<file path="src/rtl/uart_pkg.sv">
// Shared definitions for the UART transmit path.
//
// Contents: frame FSM state type, default divider, data width and line idle
// level. Build option: UART_TX_PARITY_EN adds a PARITY state (even parity)
// between DATA and STOP.
package uart_pkg;

  localparam int unsigned DEFAULT_CLK_DIV = 10417;  // 100 MHz / 9600 baud
  localparam int unsigned DATA_BITS       = 8;
  localparam logic        IDLE_LEVEL      = 1'b1;

`ifdef UART_TX_PARITY_EN
  typedef enum logic [2:0] {
    ST_IDLE,
    ST_START,
    ST_DATA,
    ST_PARITY,
    ST_STOP
  } tx_state_t;
`else
  typedef enum logic [1:0] {
    ST_IDLE,
    ST_START,
    ST_DATA,
    ST_STOP
  } tx_state_t;
`endif

endpackage

</file>
<file path="src/rtl/uart_tx_fifo.sv">
// Synchronous FIFO used as the UART transmit buffer.
//
// Ports:
//   clk, rst      system clock, synchronous active-high reset
//   push, wdata   write request and data (ignored while full)
//   pop           read request (ignored while empty)
//   rdata         head entry, valid combinationally while not empty
//   full, empty   occupancy flags
//   level         occupancy, 0..DEPTH
// DEPTH must be a power of two (>= 2) so the pointers wrap naturally.
module uart_tx_fifo #(
  parameter int unsigned DEPTH = 16,
  parameter int unsigned WIDTH = 8
) (
  input  logic                     clk,
  input  logic                     rst,
  input  logic                     push,
  input  logic [WIDTH-1:0]         wdata,
  input  logic                     pop,
  output logic [WIDTH-1:0]         rdata,
  output logic                     full,
  output logic                     empty,
  output logic [$clog2(DEPTH):0]   level
);

  localparam int unsigned AW = $clog2(DEPTH);

  logic [WIDTH-1:0] mem [DEPTH];
  logic [AW-1:0]    wr_ptr;
  logic [AW-1:0]    rd_ptr;
  logic             push_en;
  logic             pop_en;

  assign full    = (level == (AW + 1)'(DEPTH));
  assign empty   = (level == '0);
  assign push_en = push && !full;
  assign pop_en  = pop && !empty;
  assign rdata   = mem[rd_ptr];

  always_ff @(posedge clk) begin
    if (push_en) begin
      mem[wr_ptr] <= wdata;
    end
  end

  always_ff @(posedge clk) begin
    if (rst) begin
      wr_ptr <= '0;
      rd_ptr <= '0;
      level  <= '0;
    end else begin
      if (push_en) begin
        wr_ptr <= wr_ptr + 1'b1;
      end
      if (pop_en) begin
        rd_ptr <= rd_ptr + 1'b1;
      end
      case ({push_en, pop_en})
        2'b10:   level <= level + 1'b1;
        2'b01:   level <= level - 1'b1;
        default: level <= level;
      endcase
    end
  end

endmodule

</file>
<file path="src/rtl/uart_tx_buf.sv">
// Buffered UART transmitter: FIFO of bytes feeding an 8N1 frame generator.
//
// Ports:
//   clk     system clock
//   rst     synchronous active-high reset (aborts frame, flushes buffer)
//   d_tx    byte to transmit, accepted when vld_tx && rdy_tx
//   vld_tx  d_tx valid this cycle
//   rdy_tx  buffer not full
//   txd     serial line, idle high, registered
//   busy    frame in progress or buffer non-empty
//   level   buffer occupancy
// Build option: UART_TX_PARITY_EN inserts an even-parity bit (8E1).
module uart_tx_buf
  import uart_pkg::*;
#(
  parameter int unsigned CLK_DIV    = DEFAULT_CLK_DIV,
  parameter int unsigned FIFO_DEPTH = 16
) (
  input  logic                          clk,
  input  logic                          rst,
  input  logic [7:0]                    d_tx,
  input  logic                          vld_tx,
  output logic                          rdy_tx,
  output logic                          txd,
  output logic                          busy,
  output logic [$clog2(FIFO_DEPTH):0]   level
);

  localparam int unsigned CW = (CLK_DIV > 1) ? $clog2(CLK_DIV) : 1;
  localparam int unsigned BW = $clog2(DATA_BITS);

  tx_state_t              state;
  tx_state_t              state_d;
  logic [CW-1:0]          cyc_cnt;
  logic [BW-1:0]          bit_cnt;
  logic [DATA_BITS-1:0]   shreg;
  logic [DATA_BITS-1:0]   head;
  logic                   full;
  logic                   empty;
  logic                   pop;
  logic                   bit_done;
  logic                   last_bit;
  logic                   line_bit;
`ifdef UART_TX_PARITY_EN
  logic                   par;
`endif

  uart_tx_fifo #(
    .DEPTH (FIFO_DEPTH),
    .WIDTH (DATA_BITS)
  ) u_fifo (
    .clk   (clk),
    .rst   (rst),
    .push  (vld_tx),
    .wdata (d_tx),
    .pop   (pop),
    .rdata (head),
    .full  (full),
    .empty (empty),
    .level (level)
  );

  assign rdy_tx   = !full;
  assign busy     = (state != ST_IDLE) || (level != '0);
  assign bit_done = (cyc_cnt == CW'(CLK_DIV - 1));
  assign last_bit = (bit_cnt == BW'(DATA_BITS - 1));

  always_ff @(posedge clk) begin
    if (rst) begin
      state <= ST_IDLE;
    end else begin
      state <= state_d;
    end
  end

  always_comb begin
    state_d  = state;
    pop      = 1'b0;
    line_bit = IDLE_LEVEL;
    case (state)
      ST_IDLE: begin
        if (!empty) begin
          state_d = ST_START;
          pop     = 1'b1;
        end
      end
      ST_START: begin
        line_bit = 1'b0;
        if (bit_done) begin
          state_d = ST_DATA;
        end
      end
      ST_DATA: begin
        line_bit = shreg[0];
        if (bit_done && last_bit) begin
`ifdef UART_TX_PARITY_EN
          state_d = ST_PARITY;
`else
          state_d = ST_STOP;
`endif
        end
      end
`ifdef UART_TX_PARITY_EN
      ST_PARITY: begin
        line_bit = par;
        if (bit_done) begin
          state_d = ST_STOP;
        end
      end
`endif
      ST_STOP: begin
        line_bit = 1'b1;
        // Chain straight into the next START so consecutive frames have no gap.
        if (bit_done) begin
          if (!empty) begin
            state_d = ST_START;
            pop     = 1'b1;
          end else begin
            state_d = ST_IDLE;
          end
        end
      end
      default: state_d = ST_IDLE;
    endcase
  end

  // txd is registered from the current state, so the line lags the FSM by one
  // cycle; this is what puts the start bit two edges after the accepting edge.
  always_ff @(posedge clk) begin
    if (rst) begin
      txd     <= IDLE_LEVEL;
      cyc_cnt <= '0;
      bit_cnt <= '0;
      shreg   <= '0;
`ifdef UART_TX_PARITY_EN
      par     <= 1'b0;
`endif
    end else begin
      txd <= line_bit;
      if (pop) begin
        shreg   <= head;
`ifdef UART_TX_PARITY_EN
        par     <= ^head;
`endif
        cyc_cnt <= '0;
        bit_cnt <= '0;
      end else if (state != ST_IDLE) begin
        if (bit_done) begin
          cyc_cnt <= '0;
          if (state == ST_DATA) begin
            shreg   <= shreg >> 1;
            bit_cnt <= bit_cnt + 1'b1;
          end
        end else begin
          cyc_cnt <= cyc_cnt + 1'b1;
        end
      end
    end
  end

endmodule

</file>
<file path="config.mk">
export PLATFORM = sky130hd
export DESIGN_NAME = uart_tx_buf
export DESIGN_NICKNAME = d
export VERILOG_FILES = /design/src/rtl/uart_pkg.sv /design/src/rtl/uart_tx_fifo.sv /design/src/rtl/uart_tx_buf.sv
export SDC_FILE = /design/constraint.sdc
export NUM_CORES = 1
export LEC_CHECK = 0
export CAP_MARGIN = 15
export CELL_PAD_IN_SITES_DETAIL_PLACEMENT = 2
export CELL_PAD_IN_SITES_GLOBAL_PLACEMENT = 2
export CORE_MARGIN = 5
export CORE_UTILIZATION = 46
export CTS_CLUSTER_SIZE = 40
export DETAILED_ROUTE_END_ITERATION = 16
export PLACE_DENSITY_LB_ADDON = 0.3
export SYNTH_ARGS = -nofsm -noshare
export SYNTH_HDL_FRONTEND = slang
export SYNTH_HIERARCHICAL = 1
export SYNTH_SLANG_ARGS = --single-unit
</file>
<file path="constraint.sdc">
create_clock -name clk -period 5.35 [get_ports clk]
set_clock_uncertainty 0.15 [all_clocks]
set_input_delay 1.07 -clock clk [delete_from_list [all_inputs] [get_ports clk]]
set_output_delay 1.07 -clock clk [all_outputs]
set_load 0.03 [all_outputs]
</file>
==> results of run 1 <==
sequential cells by signal (all words and copies together) (netlist names), named ones only:
register,count
u_fifo/mem,128
cyc_cnt,14
shreg,8
u_fifo/level,5
u_fifo/rd_ptr,4
u_fifo/wr_ptr,4
bit_cnt,3
state,2
txd,1
area by class of cell:
class | instances | area (sq um) | share of cell area
clock inverters | 15 | 170 | 0.0198
clock buffers | 17 | 425 | 0.0495
repair buffers | 27 | 248 | 0.0288
well taps | 220 | 275 | 0.0320
inverters | 16 | 61.3 | 0.00713
flip-flops and latches | 173 | 4750 | 0.552
multi-input cells | 277 | 2680 | 0.311
placed cells by master (no fill, tap or decap), drive strengths merged, types with 4 or more instances in the layout:
cell type      count
a21oi             15
ha                17
nor2b              4
nand4              5
xnor2              4
dfxtp             45
nor2              35
clkinv             4
or3                4
o211ai            12
inv               24
xor2              14
nand3              4
nor3              16
edfxtp           128
mux2i             14
mux4              40
nand2b             4
clkbuf            17
and3               4
nor4               4
clkdlybuf4s50     18
buf                9
or4                6
nand2             20
o21a               5
nand3b            23
power breakdown:
part | total, mW | leakage, nW | switching (mW) | internal (mW)
Combinational | 0.791 | 0.992 | 0.481 | 0.310
Sequential | 1.59 | 1.52 | 0.0738 | 1.51
Clock | 1.25 | 0.288 | 0.583 | 0.669
Total | 3.63 | 2.80 | 1.14 | 2.49
worst register-to-register path: stages, from the launching register on:
cell	delay [ns]
dfxtp_1	0.52
or4_1	0.41
nor2_1	0.16
nor2_1	0.82
nand2_1	0.27
o2bb2a_4	0.33
inv_1	0.18
o21ai_4	0.12
inv_1	0.08
ha_1	0.42
xor2_1	0.12
ha_1	0.24
o21a_1	0.21
or4_1	0.39
a21oi_1	0.16
how the worst max path moves through the flow:
stage                     slack [ns]  cells after the start             from              end
after floorplan                 1.40                     18  u_fifo/level[2]  u_fifo/level[2]
after global placement          1.09                     14  u_fifo/level[2]  u_fifo/level[2]
after detailed placement        0.77                     14  u_fifo/level[2]  u_fifo/level[2]
after CTS                       0.71                     14  u_fifo/level[2]  u_fifo/level[2]
after global routing            0.43                     14  u_fifo/level[2]  u_fifo/level[2]
final                           0.72                     14  u_fifo/level[2]  u_fifo/level[2]
kinds of logic after synthesis:
| group | after synthesis |
|---|---|
| compound gates | 52 |
| flops | 173 |
| mux | 54 |
| simple gates | 136 |
| fa+ha+maj | 17 |
| buf+inv | 45 |
| xor+xnor | 18 |
routing by layer:
layer | routed length (microns) | part of all wire | track usage
met3 | 473 | 0.026 | 0.0434
met5 | 0 | 0 | 0
met1 | 7950 | 0.43 | 0.248
met2 | 9730 | 0.53 | 0.342
met4 | 271 | 0.015 | 0.0613
==> impl_metrics.tcl, run 1 <==
set metrics [dict create \
    htree_levels 4 \
    vdd_drop_max_uv 300 \
    cp_max_fo 17 \
    place_area_sq_um 8010 \
    cts_tree "done" \
    r2r_cells 14 \
    drv_cap 0 \
    ys_warn_count 6 \
    dpl.cell_count 713 \
    postRouteAntennaNets 0 \
    max_stage_delay_ns 0.82 \
    synth_xor_xnor_area_share 0.0206 \
    slew_viol_final 0 \
    finalWeightedCongestion 0.784 \
    min_path_type "reg2reg" \
    crit_type "reg2reg" \
    io_pins 19 \
    clock_latency_ns 0.43 \
    worstMarginPinSlew_ns 1.06 \
    syn_area_sq_um 7640 \
    hold_viol_final 0 \
    hpwl_mm 12.2 \
    post-route-cell-area_sq_um 8600 \
    synth_nets 523 \
    dieArea_sq_um 19300 \
    slew_headroom 0.293 \
    fp.coreArea_sq_um 16500 \
    clockRootBuffer "clkbuf_16" \
    cp.required_ns 5.56 \
    period_minus_slack_ns 4.63 \
    syn2layout_area_growth_pct 12.5 \
    power_mw 3.63 \
    cp_top_family "simple AND/OR/NAND/NOR gates" \
    synth_top_family_by_area "multiplexers" \
    instances_no_fill 745 \
    postSynthCellCount 495 \
    synth_cell_types 51 \
    r2r-start "u_fifo/level[2]" \
    status "complete, no violations" \
    drc_errors 0 \
    grt_overflow_total 0 \
    synth-compound-area-share 0.0530 \
    cts_buffers 17 \
    io_buffer_count 18 \
    power.density_nw_per_um2 422 \
    cts_setup_buffers 0 \
    initial_utilization 0.464 \
    die_w_microns 139 \
    drt_pass1_iterations 5 \
    final_util 0.522 \
    path_cells "or4_1 -> nor2_1 -> nor2_1 -> nand2_1 -> o2bb2a_4 -> inv_1 -> o21ai_4 -> inv_1 -> ha_1 -> xor2_1 -> ha_1 -> o21a_1 -> or4_1 -> a21oi_1" \
    grt_pass1_vias 4868 \
    antenna_cells 0 \
    fin_ws_ns 0.722 \
    synth_common_cells "edfxtp_1, dfxtp_1, nor2_1" \
    leakagePower_nw 2.80 \
    vias 4409 \
    antenna_found_initial 0 \
    cts.path.max_buffers 2 \
    drt_wl_total_mm 18.4 \
    ys.flop_type "edfxtp_1" \
    hp-start "cyc_cnt[13]" \
    max_freq_ghz 0.216 \
    ctsResizeCount 0 \
    drive_gt1_frac 0.118 \
    synth_area_leaders "edfxtp_1, dfxtp_1, mux4_1, mux4_2, ha_1" \
    grt_use_total 0.197 \
    cts.reportedPaths.clkPinSlew_ns 0.07 \
    whs_path_depth 2 \
    num_rows 47 \
    arrival_ns 4.84 \
    slowest_stage "nor2_1" \
    r2r_slack_ns 0.72 \
    ys_seq_area_frac 0.621 \
    finalSetupViolations 0 \
    yosysMostFrequentCell "edfxtp_1" \
    holdBufCountCts 0 \
    syn_avg_cell_area_sq_um 15.4 \
    vias_per_cell 5.92 \
    final_nets 540 \
    fill_cells 1463 \
    rsz0062_at_grt "false" \
    grt_max_degree 33 \
    grt_pass1_wl_mm 29.1 \
    drtIter0Drc 193 \
    cts_num_sinks 173 \
    dieHeight_microns 139 \
    path_buf_inv 2 \
    synth_mux_area_frac 0.150 \
    hold_slack_ns 0.358 \
    yosys.area_share.simple 0.0977 \
    cp-end-kind "flop" \
    whs_endpoint "cyc_cnt[13]" \
    place_ws_ns 0.774 \
    synth_area_leader_cell "edfxtp_1" \
    period_share 0.865 \
    r2r_end "u_fifo/level[2]" \
    fin_tns_setup_ns 0 \
    synth_edf_count 128 \
    async_flop_share 0 \
    synth_top_area_share 0.503 \
    synth-seq-cells 173 \
    synth_fa_ha_area_frac 0.0278 \
    startpoint_type "flop" \
    wl_per_cell_microns 24.7 \
]
(Power assumes the default switching activity.)
==> inputs of run 2 (changes only) <==
- SKIP_CTS_REPAIR_TIMING: not set -> 1
==> results of run 2 <==
No change in the layout: final DEF, timing and power equal those of run 1.
==> inputs of run 3 (changes only) <==
- CORE_UTILIZATION: 46 -> 41
- clock period: 5.35 -> 4 ns (I/O delays scaled with it)
==> run 3 against run 2 <==
Effect of this change: combinational power grew 39%; cell count grew 3.1%; critical path depth shrank 1; via count shrank 1.5%; worst hold slack gained 0.0050 ns; global-route usage shrank 2.2 points; flip-flop and latch count is the same; wire length shrank 3.0%; critical endpoint is now u_fifo/level[4]; highest routed layer unchanged.
==> impl_metrics.tcl, run 3 (synthesis results as in run 1) <==
set metrics [dict create \
    die_w_microns 147 \
    dieArea_sq_um 21500 \
    period_share 0.904 \
    arrival_ns 3.84 \
    initial_utilization 0.413 \
    worstMarginPinSlew_ns 0.941 \
    cp.required_ns 4.23 \
    grt_max_degree 33 \
    status "complete, no violations" \
    grt_pass1_wl_mm 28.7 \
    vias_per_cell 5.65 \
    cts.reportedPaths.clkPinSlew_ns 0.08 \
    finalWeightedCongestion 0.779 \
    io_buffer_count 18 \
    reg_top3 "u_fifo/mem (128), cyc_cnt (14), shreg (8)" \
    r2r_slack_ns 0.38 \
    cp-end-kind "flop" \
    final_nets 549 \
    vias 4341 \
    finalSetupViolations 0 \
    regMostFlops "u_fifo/mem" \
    hold_slack_ns 0.363 \
    cp_max_fo 10 \
    cts_num_sinks 173 \
    cts_buffers 17 \
    antenna_cells 0 \
    max_freq_ghz 0.277 \
    htree_levels 4 \
    crit_type "reg2reg" \
    clockRootBuffer "clkbuf_16" \
    postRouteAntennaNets 0 \
    drt_pass1_iterations 5 \
    io_pins 19 \
    fp.coreArea_sq_um 18500 \
    cts_tree "done" \
    grt_pass1_vias 4862 \
    hold_viol_final 0 \
    min_path_type "reg2reg" \
    fill_cells 1739 \
    grt_overflow_total 0 \
    slew_headroom 0.371 \
    largest_register_ffs 128 \
    leakagePower_nw 2.86 \
    vdd_drop_max_uv 385 \
    drtIter0Drc 269 \
    drv_cap 0 \
    fin_tns_setup_ns 0 \
    final_util 0.471 \
    dieHeight_microns 147 \
    drc_errors 0 \
    slew_viol_final 0 \
    startpoint_type "flop" \
    layout_common_cells "edfxtp_1, dfxtp_1, nor2_1" \
    syn2layout_area_growth_pct 14.1 \
    power.density_nw_per_um2 561 \
    rsz0062_at_grt "false" \
    period_minus_slack_ns 3.62 \
    cts.path.max_buffers 2 \
    num_rows 50 \
    drive_gt1_frac 0.133 \
    grt_use_total 0.176 \
    clock_latency_ns 0.43 \
    drt_wl_total_mm 17.9 \
    wl_per_cell_microns 23.3 \
    hpwl_mm 12.2 \
    antenna_found_initial 0 \
    layout_commonest_cell "edfxtp_1" \
]
==> run 3: final timing paths <==
check,start,endpoint,depth (start not counted)
worst max-delay path,u_fifo/level[0],u_fifo/level[4],13
worst min-delay path,bit_cnt[1],bit_cnt[1],2
worst max register to register,u_fifo/level[0],u_fifo/level[4],13
worst min register to register,bit_cnt[1],bit_cnt[1],2
==> run 3: worst max-delay path, stage by stage (launching register included) <==
cell,delay (ns)
dfxtp_1,0.39
or4_1,0.57
nor2_1,0.24
nor2_1,0.13
nand2_1,0.16
o2bb2a_4,0.23
inv_1,0.13
o21ai_4,0.12
inv_1,0.08
ha_1,0.42
or4_1,0.57
a21oi_1,0.18
a31oi_1,0.07
nand3b_1,0.10
==> run 3: cell type report <==
type | instances | area (sq um) | area share
clock buffer | 17 | 425 | 0.0488
clock inverter | 15 | 209 | 0.0240
inverter | 16 | 61.3 | 0.00703
multi-input combinational | 277 | 2680 | 0.307
sequential | 173 | 4740 | 0.544
tap | 234 | 293 | 0.0336
timing repair buffer | 36 | 315 | 0.0361
==> run 3: metal layers <==
layer | wire length (microns) | global-route usage | up-vias
met5 | 0 | 0 | -
met4 | 124 | 0.0381 | 0
met3 | 405 | 0.0376 | 9
met2 | 9600 | 0.320 | 48
met1 | 7750 | 0.215 | 2287
li1 | - | - | 1997
==> run 3: power breakdown <==
group / switching, mW / internal, mW / leakage (nW)
Clock: 0.837 / 0.861 / 0.303
Sequential: 0.0743 / 2.02 / 1.52
Combinational: 0.654 / 0.445 / 1.04
==> run 3: through the flow <==
step | worst slack, ns | instances | power [mW] | cell area, sq um
floorplan | 0.0543 | 495 | 2.90 | 7640
global placement | 0.539 | 736 | 3.17 | 8090
detailed placement | 0.417 | 736 | 3.24 | 8090
CTS | 0.388 | 768 | 4.95 | 8720
global route | 0.198 | 768 | 5.15 | 8720
finish | 0.385 | 768 | 4.89 | 8720
